==> config.mk <==
export PLATFORM = sky130hd
export DESIGN_NAME = barrel_shifter_pipe
export DESIGN_NICKNAME = d
export VERILOG_FILES = /design/src/rtl/barrel_shifter_pipe.sv
export SDC_FILE = /design/constraint.sdc
export NUM_CORES = 1
export LEC_CHECK = 0
export CELL_PAD_IN_SITES_DETAIL_PLACEMENT = 1
export CELL_PAD_IN_SITES_GLOBAL_PLACEMENT = 2
export CORE_ASPECT_RATIO = 1.1
export CORE_MARGIN = 3
export CORE_UTILIZATION = 42
export CTS_BUF_LIST = sky130_fd_sc_hd__clkbuf_8
export DETAILED_ROUTE_END_ITERATION = 8
export GPL_ROUTABILITY_DRIVEN = 0
export PLACE_DENSITY = 0.95
export SYNTH_ARGS = -nofsm -noshare
export SYNTH_HDL_FRONTEND = slang
export SYNTH_SLANG_ARGS = --single-unit
==> constraint.sdc <==
create_clock -name i_clk -period 16.1 [get_ports i_clk]
set_input_delay 2.415 -clock i_clk [delete_from_list [all_inputs] [get_ports i_clk]]
set_output_delay 2.415 -clock i_clk [all_outputs]
set_load 0.05 [all_outputs]
==> src/rtl/barrel_shifter_pipe.sv <==
// Pipelined barrel shifter: one registered stage per shift-amount bit, largest amount first,
// with valid/ready flow control and a tag sideband that travels with each beat.
`ifndef SHIFT_MODE_LEFT
`define SHIFT_MODE_LEFT 0
`endif
`ifndef SHIFT_MODE_RIGHT
`define SHIFT_MODE_RIGHT 1
`endif
`ifndef SHIFT_MODE_BIDIRECTIONAL
`define SHIFT_MODE_BIDIRECTIONAL 2
`endif

module barrel_shifter_pipe #(
  parameter int unsigned DATA_WIDTH = 32,
  parameter int unsigned SHIFT_MODE = `SHIFT_MODE_BIDIRECTIONAL,
  parameter int unsigned TAG_WIDTH  = 4
) (
  input  logic                          i_clk,
  input  logic                          i_rst,
  input  logic                          i_valid,
  output logic                          o_ready,
  input  logic [DATA_WIDTH-1:0]         i_data,
  input  logic [$clog2(DATA_WIDTH)-1:0] i_shift,
  input  logic                          i_right,
  input  logic [1:0]                    i_op,
  input  logic [TAG_WIDTH-1:0]          i_tag,
  output logic                          o_valid,
  input  logic                          i_ready,
  output logic [DATA_WIDTH-1:0]         o_data,
  output logic [TAG_WIDTH-1:0]          o_tag,
  output logic                          o_busy
);

  localparam int unsigned SHW = $clog2(DATA_WIDTH);
  localparam int unsigned S   = SHW;
  localparam bit Bidir      = (SHIFT_MODE == `SHIFT_MODE_BIDIRECTIONAL);
  localparam bit FixedRight = (SHIFT_MODE == `SHIFT_MODE_RIGHT);

  // Direction collapses to a constant outside bidirectional mode, so the mux logic folds away.
  logic right_in;
  assign right_in = Bidir ? i_right : FixedRight;

  function automatic logic [DATA_WIDTH-1:0] stage_shift(input logic [DATA_WIDTH-1:0] d,
                                                        input logic                  en,
                                                        input int unsigned           amt,
                                                        input logic                  right,
                                                        input logic [1:0]            op);
    logic [DATA_WIDTH-1:0] r;
    r = d;
    if (en) begin
      case (op)
        2'b01: begin
          // Sign is preserved by every earlier stage, so the current MSB is the fill bit.
          if (right) r = $signed(d) >>> amt;
          else       r = d << amt;
        end
        2'b10: begin
          if (right) r = (d >> amt) | (d << (DATA_WIDTH - amt));
          else       r = (d << amt) | (d >> (DATA_WIDTH - amt));
        end
        default: begin
          if (right) r = d >> amt;
          else       r = d << amt;
        end
      endcase
    end
    return r;
  endfunction

  logic [S-1:0]          valid_q, valid_d;
  logic [DATA_WIDTH-1:0] data_q  [S];
  logic [DATA_WIDTH-1:0] data_d  [S];
  logic [TAG_WIDTH-1:0]  tag_q   [S];
  logic [TAG_WIDTH-1:0]  tag_d   [S];
  // Control only needs to reach the stage that consumes it last, hence S-1 entries.
  logic [SHW-1:0]        shift_q [S-1];
  logic [SHW-1:0]        shift_d [S-1];
  logic                  right_q [S-1];
  logic                  right_d [S-1];
  logic [1:0]            op_q    [S-1];
  logic [1:0]            op_d    [S-1];

  logic advance;
  assign advance = !valid_q[S-1] || i_ready;

  always_comb begin
    valid_d[0] = i_valid;
    data_d[0]  = stage_shift(i_data, i_shift[SHW-1], 1 << (SHW - 1), right_in, i_op);
    tag_d[0]   = i_tag;
    shift_d[0] = i_shift;
    right_d[0] = right_in;
    op_d[0]    = i_op;
    for (int k = 1; k < S; k++) begin
      valid_d[k] = valid_q[k-1];
      data_d[k]  = stage_shift(data_q[k-1], shift_q[k-1][SHW-1-k], 1 << (SHW - 1 - k),
                               right_q[k-1], op_q[k-1]);
      tag_d[k]   = tag_q[k-1];
    end
    for (int k = 1; k < S - 1; k++) begin
      shift_d[k] = shift_q[k-1];
      right_d[k] = right_q[k-1];
      op_d[k]    = op_q[k-1];
    end
  end

  always_ff @(posedge i_clk or posedge i_rst) begin
    if (i_rst) begin
      valid_q <= '0;
      for (int k = 0; k < S; k++) begin
        data_q[k] <= '0;
        tag_q[k]  <= '0;
      end
      for (int k = 0; k < S - 1; k++) begin
        shift_q[k] <= '0;
        right_q[k] <= 1'b0;
        op_q[k]    <= 2'b00;
      end
    end else if (advance) begin
      valid_q <= valid_d;
      for (int k = 0; k < S; k++) begin
        data_q[k] <= data_d[k];
        tag_q[k]  <= tag_d[k];
      end
      for (int k = 0; k < S - 1; k++) begin
        shift_q[k] <= shift_d[k];
        right_q[k] <= right_d[k];
        op_q[k]    <= op_d[k];
      end
    end
  end

  assign o_ready = advance;
  assign o_valid = valid_q[S-1];
  assign o_data  = data_q[S-1];
  assign o_tag   = tag_q[S-1];
  assign o_busy  = |valid_q;

endmodule

==> results.toml <==
[placement]
hpwl_mm = 18.31
placed_area_um2 = 12180
dp_slack_ns = 8.794
place_inst = 1521
portBuffers = 86

[worst_hold_path]
worstHoldStart = "o_tag[1]"
hold_class = "reg2reg"
worstHoldPathCells = 2

[cts]
path_clk_slew_ns = 0.06
hold_buffers = 0
cts_made_buffers = 36
ctsResizeCount = 0
cts.htree.levels = 2
cts_buffer_depth = 3
cts_tree = "built"
cts_sinks = 207
cts_setup_buffers = 0
worstSkewPairLatency_ns = 0.53
cts_root_buf = "clkbuf_8"

[sta]
setup_tns_ns = 0
post-route-period-util = 0.4516
rsz0062_at_grt = "no"
worst_slack_ns = 8.829
min_period_ns = 7.271
slew_violations = 0
slew_headroom = 0.1826
hold_viol = 0
tightest_slew_ns = 1.217
timing.fmax_mhz = 137.5
setup_viol = 0
skew_ns = 0.01946

[route]
wire_per_inst_um = 17.76
dr_total_vias = 8906
avgViaCountPerCell = 5.637
drt_iter0_markers = 471
drc = 0
totalWireLength_mm = 28.07
firstDrtPassIters = 4
ant_nets = 0

[floorplan]
die_height_um = 179.6
die_area_um2 = 29410
fp-row-count = 62
initial_utilization = 0.4335
core_area_um2 = 26530
io_pins = 87
die_x_um = 163.8

[final_layout]
antenna_cells = 0
finish.utilization = 0.4836
num-nets-final = 1265
area_delta_synth_final_pct = 11.55
drive_above_1_share = 0.06840
finalNonFillerCells = 1580
final_cell_mix = "dfrtp_1, nor2_1, nand2_1, mux2i_1, a211oi_1"
final_cell_area_um2 = 12830
final_common_cell = "dfrtp_1"

[setup_path]
startpoint = "i_ready"
worstReg2RegStart = "valid_q[4]"
critPathKind = "in2out"
endpoint_kind = "output pin"
cp_cell_sequence = "clkdlybuf4s50_1 -> nor2b_4 -> buf_12 -> inv_4 -> clkdlybuf4s50_1"
cp_data_arrival_time_ns = 4.86
slowest_delay_ns = 0.82
crit_path_frequent_cell = "clkdlybuf4s50_1"
worst-path-max-fanout = 187
crit_path_start_kind = "input pin"
r2r_cells = 6
required_ns = 13.69
worst_path_max_delay_cell = "clkdlybuf4s50_1"

[global_route]
grt_pass1_wl_mm = 47.28
gr-usage-all-layers = 0.1912
grt_pass1_vias = 9148
grt_antenna_before_repair = 0
grt_max_degree = 188
grt-ovfl-total = 0

[logic_synthesis]
synth_cell_types = 36
syn-cell-area_um2 = 11500
ys_seq_elements = 207
synth_top_area_frac = 0.4504
synth_area_per_cell_um2 = 9.521
synth_cells = 1208
synth_nets = 1266
synth_warnings = 0
synth.area.top_cells = "dfrtp_1, mux2i_1, a211oi_1"
yosysSeqAreaShare = 0.4504
synth_area_leader_cell = "dfrtp_1"

[power]
pwr-share-comb = 0.474
leakage_nw = 5.877
clkPwrFrac = 0.157
ir_worst_vdd_uv = 136.0
power.share.sequential = 0.369
internal_power_mw = 1.571
power_switching_mw = 1.238
swShare = 0.4409
power_density_nw_per_um2 = 219.0

[job]
drv_cap = 0

[run_status]
run_status = "finished clean"
[registers in the layout, summed over array words and instances, names as in the netlist]
name and flops:
data_q 128, o_data 32, tag_d 16, shift_d 9, op_d 6, valid_q 5, o_tag 4, right_d 3
op_q 2, right_q 1, shift_q 1
[power by group through the flow]
stage	clock network, mW	logic [mW]	registers [mW]
detailed placement	0	1.34	1.05
floorplan	0	1.14	0.943
global placement	0	1.28	1.03
finish	0.442	1.33	1.04
CTS	0.459	1.35	1.04
global route	0.483	1.47	1.08
[cell type report]
type                            instances  area (um2)
Clock inverter                         17       71.32
Sequential cell                       207        5181
Tap cell                              352       440.4
Inverter                               12       55.05
Clock buffer                           42       578.1
Timing Repair Buffer                   99       970.9
Multi-Input combinational cell        851        5533
Fill cell                            3057       13700
[cell families after synthesis]
family          Yosys count  share of synthesized area
simple gates            366                     0.1385
flops                   207                     0.4504
mux                     117                     0.1024
compound gates          358                     0.2289
buf+inv                 150                    0.06897
fa+ha+maj                10                    0.01088
[Yosys cell counts, drive strengths merged]
| library cell | count |
|---|---|
| o21a | 5 |
| o21ai | 47 |
| mux2 | 5 |
| and3b | 3 |
| a31oi | 24 |
| ha | 10 |
| a211oi | 114 |
| nor3 | 21 |
| o21ba | 1 |
| nand4b | 1 |
| a22oi | 15 |
| nor2 | 139 |
| nor2b | 13 |
| buf | 88 |
| nand2 | 138 |
| o221a | 7 |
| o2111ai | 3 |
| clkbuf | 50 |
| a21o | 98 |
| mux2i | 112 |
| nand2b | 39 |
| o211ai | 29 |
| dfrtp | 207 |
| or3 | 3 |
| o31ai | 7 |
| a2bb2oi | 8 |
| and3 | 1 |
| nor3b | 8 |
| inv | 12 |
[through the flow]
stage	hold slack (ns)	power (mW)
final	0.4624	2.809
after global routing	0.4874	3.034
after CTS	0.4692	2.841
after detailed placement	0.4558	2.381
after global placement	0.4491	2.313
after floorplan	0.4386	2.079
[worst max-delay path, delay by kind of cell]
| kind | cells | cell delay [ns] |
|---|---|---|
| and+or+nand+nor | 1 | 0.14 |
| buffers and inverters | 4 | 2.25 |
[path summary, 6_finish.rpt]
| path | endpoint | slack (ns) |
|---|---|---|
| setup / recovery | o_ready | 8.83 |
| hold / removal | o_tag[1] | 0.46 |
| setup reg to reg | data_q[155] | 12.79 |
| hold reg to reg | o_tag[1] | 0.46 |
| max in group asynchronous | tag_d[8] | 12.14 |
| min in group asynchronous | data_q[149] | 2.45 |
[metal layers]
metal	up-vias	wire (um)	part of all wire	global-route usage
met5	-	0	0	0
met3	33	889	0.032	0.03154
met1	4454	12970	0.46	0.2562
li1	4282	-	-	-
met2	137	13740	0.49	0.3238
met4	0	461	0.016	0.04535
No activity file was read; power rests on OpenSTA's default activity.
